### config.mk
export PLATFORM = sky130hd
export DESIGN_NAME = rca_seq
export DESIGN_NICKNAME = d
export VERILOG_FILES = /design/src/rtl/rca_seq.sv
export SDC_FILE = /design/constraint.sdc
export NUM_CORES = 1
export LEC_CHECK = 0
export BUFFER_PORTS_ARGS = -buffer_cell sky130_fd_sc_hd__buf_2
export CAP_MARGIN = 30
export CORE_MARGIN = 2
export CORE_UTILIZATION = 50
export DETAILED_ROUTE_END_ITERATION = 6
export GPL_TIMING_DRIVEN = 0
export PLACE_DENSITY = 0.73
export SLEW_MARGIN = 15
export SYNTH_ARGS = -nofsm -noshare
export SYNTH_HDL_FRONTEND = slang
export SYNTH_SLANG_ARGS = --single-unit
### constraint.sdc
create_clock -name clk -period 5.15 [get_ports clk]
set_input_delay 0.515 -clock clk [delete_from_list [all_inputs] [get_ports clk]]
set_output_delay 0.515 -clock clk [all_outputs]
set_load 0.01 [all_outputs]
### src/rtl/rca_seq.sv
// Multi-cycle ripple-carry adder: adds WIDTH-bit operands CHUNK bits per clock with a start/done handshake.
// Optional signed-overflow output `ovf` is built when RCA_SEQ_OVF_EN is defined.
//
// state | meaning
// IDLE  | waiting for start, result of last op held on s/co
// RUN   | one CHUNK-bit slice added per cycle, carry held between slices
// DONE  | one-cycle done pulse; start here begins a back-to-back op
module rca_seq #(
  parameter int WIDTH = 16,
  parameter int CHUNK = 4
) (
  input  logic             clk,
  input  logic             reset,
  input  logic             start,
  input  logic [WIDTH-1:0] a,
  input  logic [WIDTH-1:0] b,
  input  logic             ci,
  output logic [WIDTH-1:0] s,
  output logic             co,
  output logic             busy,
  output logic             done
`ifdef RCA_SEQ_OVF_EN
  ,output logic            ovf
`endif
);

  localparam int NCHUNK = WIDTH / CHUNK;
  localparam int CW     = (NCHUNK > 1) ? $clog2(NCHUNK) : 1;

  typedef enum logic [1:0] {IDLE, RUN, DONE} state_t;

  state_t           state, state_nxt;
  logic [WIDTH-1:0] a_q, b_q, s_q;
  logic             carry_q, co_q;
  logic [CW-1:0]    cnt;
  logic [CHUNK-1:0] a_c, b_c;
  logic [CHUNK:0]   slice;
  logic             accept, last;

  always_comb begin
    accept = start && (state == IDLE || state == DONE);
    last   = (cnt == CW'(NCHUNK - 1));
    a_c    = '0;
    b_c    = '0;
    for (int i = 0; i < NCHUNK; i++) begin
      if (cnt == CW'(i)) begin
        a_c = a_q[i*CHUNK +: CHUNK];
        b_c = b_q[i*CHUNK +: CHUNK];
      end
    end
    slice = {1'b0, a_c} + {1'b0, b_c} + {{CHUNK{1'b0}}, carry_q};
  end

  always_comb begin
    state_nxt = state;
    case (state)
      IDLE:    if (accept) state_nxt = RUN;
      RUN:     if (last) state_nxt = DONE;
      DONE:    state_nxt = accept ? RUN : IDLE;
      default: state_nxt = IDLE;
    endcase
  end

  always_ff @(posedge clk or posedge reset) begin
    if (reset) state <= IDLE;
    else       state <= state_nxt;
  end

  // The entry carry register is loaded with ci so chunk 0 needs no special case.
  always_ff @(posedge clk or posedge reset) begin
    if (reset) begin
      a_q     <= '0;
      b_q     <= '0;
      s_q     <= '0;
      carry_q <= 1'b0;
      co_q    <= 1'b0;
      cnt     <= '0;
`ifdef RCA_SEQ_OVF_EN
      ovf     <= 1'b0;
`endif
    end else if (accept) begin
      a_q     <= a;
      b_q     <= b;
      s_q     <= '0;
      carry_q <= ci;
      co_q    <= 1'b0;
      cnt     <= '0;
`ifdef RCA_SEQ_OVF_EN
      ovf     <= 1'b0;
`endif
    end else if (state == RUN) begin
      for (int i = 0; i < NCHUNK; i++) begin
        if (cnt == CW'(i)) s_q[i*CHUNK +: CHUNK] <= slice[CHUNK-1:0];
      end
      carry_q <= slice[CHUNK];
      cnt     <= cnt + 1'b1;
      if (last) begin
        co_q <= slice[CHUNK];
`ifdef RCA_SEQ_OVF_EN
        // Same-sign operands giving a different-sign sum == carry-in(MSB) ^ carry-out(MSB).
        ovf  <= (a_c[CHUNK-1] ~^ b_c[CHUNK-1]) & (slice[CHUNK-1] ^ a_c[CHUNK-1]);
`endif
      end
    end
  end

  assign s    = s_q;
  assign co   = co_q;
  assign busy = (state == RUN);
  assign done = (state == DONE);

endmodule

==> flow_summary.ini, run 1 <==
[job]
max_cap_viol_count = 0

[synthesis]
ys.flop_type = dfrtp_1
yosysMostFrequentCell = nand2_1
synth_top_area_cell = dfrtp_1
synth.lib_cells_used.distinct = 26
synth_async_sr_flop_share_pct = 100
ys_seq_area_share_pct = 52.1
synth.top_cell.area_share_pct = 52.1
synth_seq_cells = 54
yosys-top-cells-area = dfrtp_1 (52%), nand2_1 (17%), a21oi_1 (5.8%)
synth_area_per_cell_um2 = 8.73
syn-cell-area_um2 = 2590
synth_commonest_cells = nand2_1 (115), dfrtp_1 (54), a21oi_1 (30)
post_synth_edffs = 0
yosysWarnings = 0
syn_nets = 342
postSynthCellCount = 297

[placed_design]
place_area_um2 = 2970
preCtsSetupSlack_ps = 2190
post-dp-hpwl_um = 4060
placedCellCount = 422
port_buffers = 54
gp_congestion = 0.770

[global_route]
number_of_antenna_violations_at_the_first_check_in_global_routing = 0
globalRouteTotalUtil_pct = 21.7
global_route.overflow_total = 0
first_global_vias = 2084
use_met2_pct = 34.9
grt_start_max_net_pins = 32
busiest_layer = met2
met1_capacity_usage_during_global_routing_pct = 28.9
global_route_wire_length_before_repair_um = 9960
met3_usage_pct = 4.74

[sta]
worst_pin_slew_ps = 541
report.final.hold_viol_count = 0
setup_ws_ps = 2170
finalCriticalPeriod_ps = 2980
grt_setup_unrepaired = no
period_share_pct = 57.8
timing.final.setup_violations = 0
timing.fmax_ghz = 0.336
holdWs_ps = 229
setup-tns-final_ps = 0
final.setup_skew_ps = 8.01
finalMaxSlewViolations = 0
slew_headroom_pct = 63.9

[critical_path]
worst-path-buf-inv = 3
timing.critical_path.max_delay_family = adder cells
critical_path_rt_ps = 5390
worst_reg_to_reg_setup_slack_ps = 2170
worst_setup_path_start_kind = flip-flop
critical-path-max-stage-delay_ps = 440
timing.critical_path.cells = inv_1 > ha_1 > buf_2 > buf_2 > a21oi_1 > o21ai_0 > a22oi_1 > fa_1 > fa_1 > xnor2_1 > nand2_1 > a21oi_1
timing.setup.critical_path_class = reg2reg
critical_path_arrival_ps = 3220
crit_path_max_fanout = 10
slowest_library_cell_on_the_worst_path = dfrtp_1
worstReg2RegEnd = s[14]
r2r_cells = 12
critical_path_endpoint_category = flip-flop
r2r-start = cnt[0]

[clocking]
postCtsSetupBuffers = 0
cts_tree = yes
post_cts_resize_count = 0
cts_root_buffer = clkbuf_8
clk_pin_slew_worst_paths_ps = 100
htreeDepth = 2
hold_buffers = 0
clock_latency_reported_for_the_late_side_of_the_worst_skew_pair_ps = 320
clock_path_buffers = 2
tritoncts.num_buffers = 5
numClockSinks = 54

[detailed_routing]
dr.pass1.iters = 4
antenna_violating_nets_remaining = 0
remaining_drc_errors = 0
drt_iter0_markers = 151
detail_route.wirelength_um = 5710
routed_wire_length_per_instance_um = 13.3
routed-via-count = 2097
routed_via_density = 4.88

[floorplan]
die_area_um2 = 5780
floorplan.die.width_um = 76.0
io_pins = 55
initial_core_utilization_pct = 51.4
die_h_um = 76.0
floorplan.rows = 26
core_area_um2 = 5040

[pwr]
swShare_pct = 43.2
power_density_nw_per_um2 = 647
power_frac_seq_pct = 34.9
p_clk_share_pct = 14.4
power.combinational.fraction_pct = 50.6
power_report.internal_total_mw = 1.13
vdd_drop_max_mv = 0.322
power.static_leakage_nw = 1.63
p_sw_mw = 0.861

[final_layout]
final_cells = 430
filler_cell_count = 469
final_layout_size_suffix_gt1_share_pct = 23.6
final_stage_net_count = 404
area_added_between_synthesis_and_finish_pct = 18.8
post-route-cell-area_um2 = 3080
num_antenna_cells = 0

[status]
status = complete, no violations

[min_path]
hold_class = in2async
## layer usage
layer / wire length (um) / vias up
met5: 0 / -
met3: 332 / 6
met1: 2720 / 962
met2: 2590 / 57
met4: 68 / 0
li1: - / 1072
## how the worst max path moves through the flow
stage | start | end | cells past startpoint
finish | cnt[0] | s[14] | 12
global route | cnt[0] | s[2] | 12
CTS | cnt[0] | s[2] | 12
detailed placement | cnt[0] | s[2] | 12
global placement | cnt[0] | s[2] | 12
floorplan | cnt[0] | s[10] | 12
## cells in the final DEF, fill, tap and decap left out, types with 3 or more instances in the layout
master    netlist  routed
buf_6           3       3
clkbuf_8        0       5
buf_2          11      65
nand3b_1        4       4
inv_1          12      11
nand2_4         3       3
a21oi_1        30      30
dfrtp_1        54      54
nand2_1       115     115
nand3_1         8       8
o21ai_0        21      21
a22oi_1         4       4
ha_1            7       7
or2_0           7       7
## power by group through the flow
stage	combinational (mW)	clock, mW	sequential [mW]
2_1_floorplan	0.711	0	0.699
3_3_place_gp	0.985	0	0.700
3_5_place_dp	1.01	0	0.705
4_1_cts	1.01	0.288	0.696
5_1_grt	1.14	0.308	0.717
6_report	1.01	0.288	0.697
## sequential cells by signal (all words and copies together), names as in the netlist
signal   cells
s           16
carry_q      1
a_q         16
cnt          2
b_q         16
co           1
state        2
## area by class of cell
cell class	count	area (um^2)	share of cell area, %
flip-flops and latches	54	1350	43.9
repair buffers	55	290	9.43
inverters	13	53.8	1.75
plain buffers	17	104	3.37
clock buffers	5	68.8	2.23
clock inverters	3	40.0	1.30
multi-input cells	213	1080	35.2
well taps	70	87.6	2.84
## logic make-up (layout without fill, tap and decap cells)
family | count (synthesis) | after routing | share of synthesized area, %
xor+xnor | 2 | 2 | 0.676
flops | 54 | 54 | 52.1
compound gates | 58 | 58 | 12.0
buf+inv | 30 | 93 | 6.08
fa+ha+maj | 9 | 9 | 4.92
simple gates | 144 | 144 | 24.2
## through the flow
stage	power (mW)	utilization [%]
global route	2.17	61.1
floorplan	1.41	-
finish	1.99	61.1
global placement	1.68	58.5
CTS	2.00	61.1
detailed placement	1.71	58.9
No activity file was read; power rests on OpenSTA's default activity.
==> inputs of run 2 (changes only) <==
- CORE_UTILIZATION: 50 -> 49
- PLACE_DENSITY: 0.73 -> 0.75
- clock period: 5.15 -> 2.6 ns (I/O delays scaled with it)
==> run 2 against run 1 <==
The flow now finishes with violations (hold timing). Critical path type unchanged. Critical endpoint unchanged. Sequential power up 99%. Sequential share of layout area down 1.8 points. Via count up 1.1%.
==> flow_summary.ini, run 2 (synthesis results as in run 1) <==
[critical_path]
slowest_library_cell_on_the_worst_path = dfrtp_1
crit_start = cnt[1]
timing.critical_path.max_delay_family = adder cells
critical_path_rt_ps = 2840
worst-path-buf-inv = 3
critical_path_arrival_ps = 2760
timing.critical_path.cells = inv_2 > ha_2 > buf_6 > buf_6 > a21oi_1 > o21ai_1 > a22oi_2 > fa_2 > fa_2 > xnor2_4 > nand2_1 > a21oi_1
r2r-start = cnt[1]
critical-path-max-stage-delay_ps = 430
critical_path_endpoint_category = flip-flop
worst_setup_path_start_kind = flip-flop
crit_path_max_fanout = 10
timing.setup.critical_path_class = reg2reg

[job]
max_cap_viol_count = 0

[sta]
timing.fmax_ghz = 0.397
finalMaxSlewViolations = 0
slew_headroom_pct = 60.8
final.setup_skew_ps = 6.32
worst_pin_slew_ps = 587
timing.final.setup_violations = 0
grt_setup_unrepaired = yes
finalCriticalPeriod_ps = 2520
period_share_pct = 96.9
report.final.hold_viol_count = 11
holdWs_ps = -2.02

[global_route]
global_route.overflow_total = 0
number_of_antenna_violations_at_the_first_check_in_global_routing = 0
global_route_wire_length_before_repair_um = 9890
first_global_vias = 2010
globalRouteTotalUtil_pct = 21.5
grt_start_max_net_pins = 29

[floorplan]
io_pins = 55
floorplan.rows = 26
floorplan.die.width_um = 76.7
die_h_um = 76.7
initial_core_utilization_pct = 50.8
core_area_um2 = 5110
die_area_um2 = 5890

[pwr]
power.static_leakage_nw = 1.69
power.total_mw = 4.31
vdd_drop_max_mv = 0.600
power_density_nw_per_um2 = 1340

[detailed_routing]
detail_route.wirelength_um = 5850
drt_iter0_markers = 114
routed-via-count = 2121
routed_via_density = 4.83
dr.pass1.iters = 4
remaining_drc_errors = 0
antenna_violating_nets_remaining = 0
routed_wire_length_per_instance_um = 13.3

[final_layout]
final_util_pct = 62.9
final_stage_net_count = 413
filler_cell_count = 456
num_antenna_cells = 0
final_layout_size_suffix_gt1_share_pct = 29.3
most_common_cell_after_layout_fill_and_taps_aside = nand2_1
area_added_between_synthesis_and_finish_pct = 23.9
mostFrequentLayoutCells = nand2_1 (115), buf_2 (63), dfrtp_1 (54)

[clocking]
numClockSinks = 54
tritoncts.num_buffers = 5
clk_pin_slew_worst_paths_ps = 90
cts_tree = yes
clock_path_buffers = 2
cts_root_buffer = clkbuf_8
hold_buffers = 0
htreeDepth = 2
clock_latency_reported_for_the_late_side_of_the_worst_skew_pair_ps = 310

[placed_design]
gp_congestion = 0.778
port_buffers = 54
post-dp-hpwl_um = 4120

[status]
violations = hold timing
status = complete, but fails checks

[min_path]
hold_class = in2async
## run 2: worst paths after layout
path / end / slack [ps] / depth (start not counted)
worst max-delay path: s[14] / 80 / 12
worst min-delay path: carry_q / -2 / 2
worst max register to register: s[14] / 80 / 12
worst min register to register: a_q[14] / 480 / 2
max in group asynchronous: b_q[10] / 2050 / 3
min in group clk: a_q[7] / 120 / 3
## run 2: stage by stage
| stage | setup TNS, ps | instances | setup WS [ps] | hold WS [ps] | cell area, um^2 |
|---|---|---|---|---|---|
| floorplan | 0 | 297 | 23.3 | 365 | 2590 |
| global placement | -2500 | 421 | -338 | 450 | 2950 |
| detailed placement | -3050 | 422 | -335 | 356 | 2970 |
| CTS | 0 | 436 | 8.61 | 17.1 | 3150 |
| global route | -182 | 439 | -57.8 | 46.0 | 3210 |
| finish | 0 | 439 | 80.1 | -2.02 | 3210 |
## run 2: where the power goes
group          total, mW  leakage [nW]  switching [mW]  internal (mW)
combinational       2.43         0.951            1.35           1.07
clock              0.493        0.0472           0.279          0.215
sequential          1.39         0.687           0.195           1.19
total               4.31          1.69            1.83           2.48
## run 2: repair_timing
| item | in CTS | in global routing |
|---|---|---|
| hold endpoints to repair | 0 | 0 |
| pin swaps | 8 | 6 |
| resized for setup | 13 | 14 |
| setup buffers | 6 | 3 |
| setup endpoints to repair | 14 | 14 |
## run 2: area by class of cell
class / instances / area, um^2 / share of cell area [%]
tap: 70 / 87.6 / 2.73
inverter: 13 / 53.8 / 1.67
buffer: 17 / 124 / 3.86
clock buffer: 6 / 82.6 / 2.57
sequential: 54 / 1350 / 42.1
clock inverter: 2 / 12.5 / 0.389
multi-input combinational: 213 / 1140 / 35.6
timing repair buffer: 64 / 358 / 11.1
## run 2: routing by layer
layer | up-vias | global-route usage [%] | part of all wire (%)
li1 | 1093 | - | -
met1 | 957 | 31.0 | 47
met2 | 62 | 32.3 | 46
met3 | 9 | 4.47 | 5.2
met4 | 0 | 7.45 | 2.2
met5 | - | 0 | 0
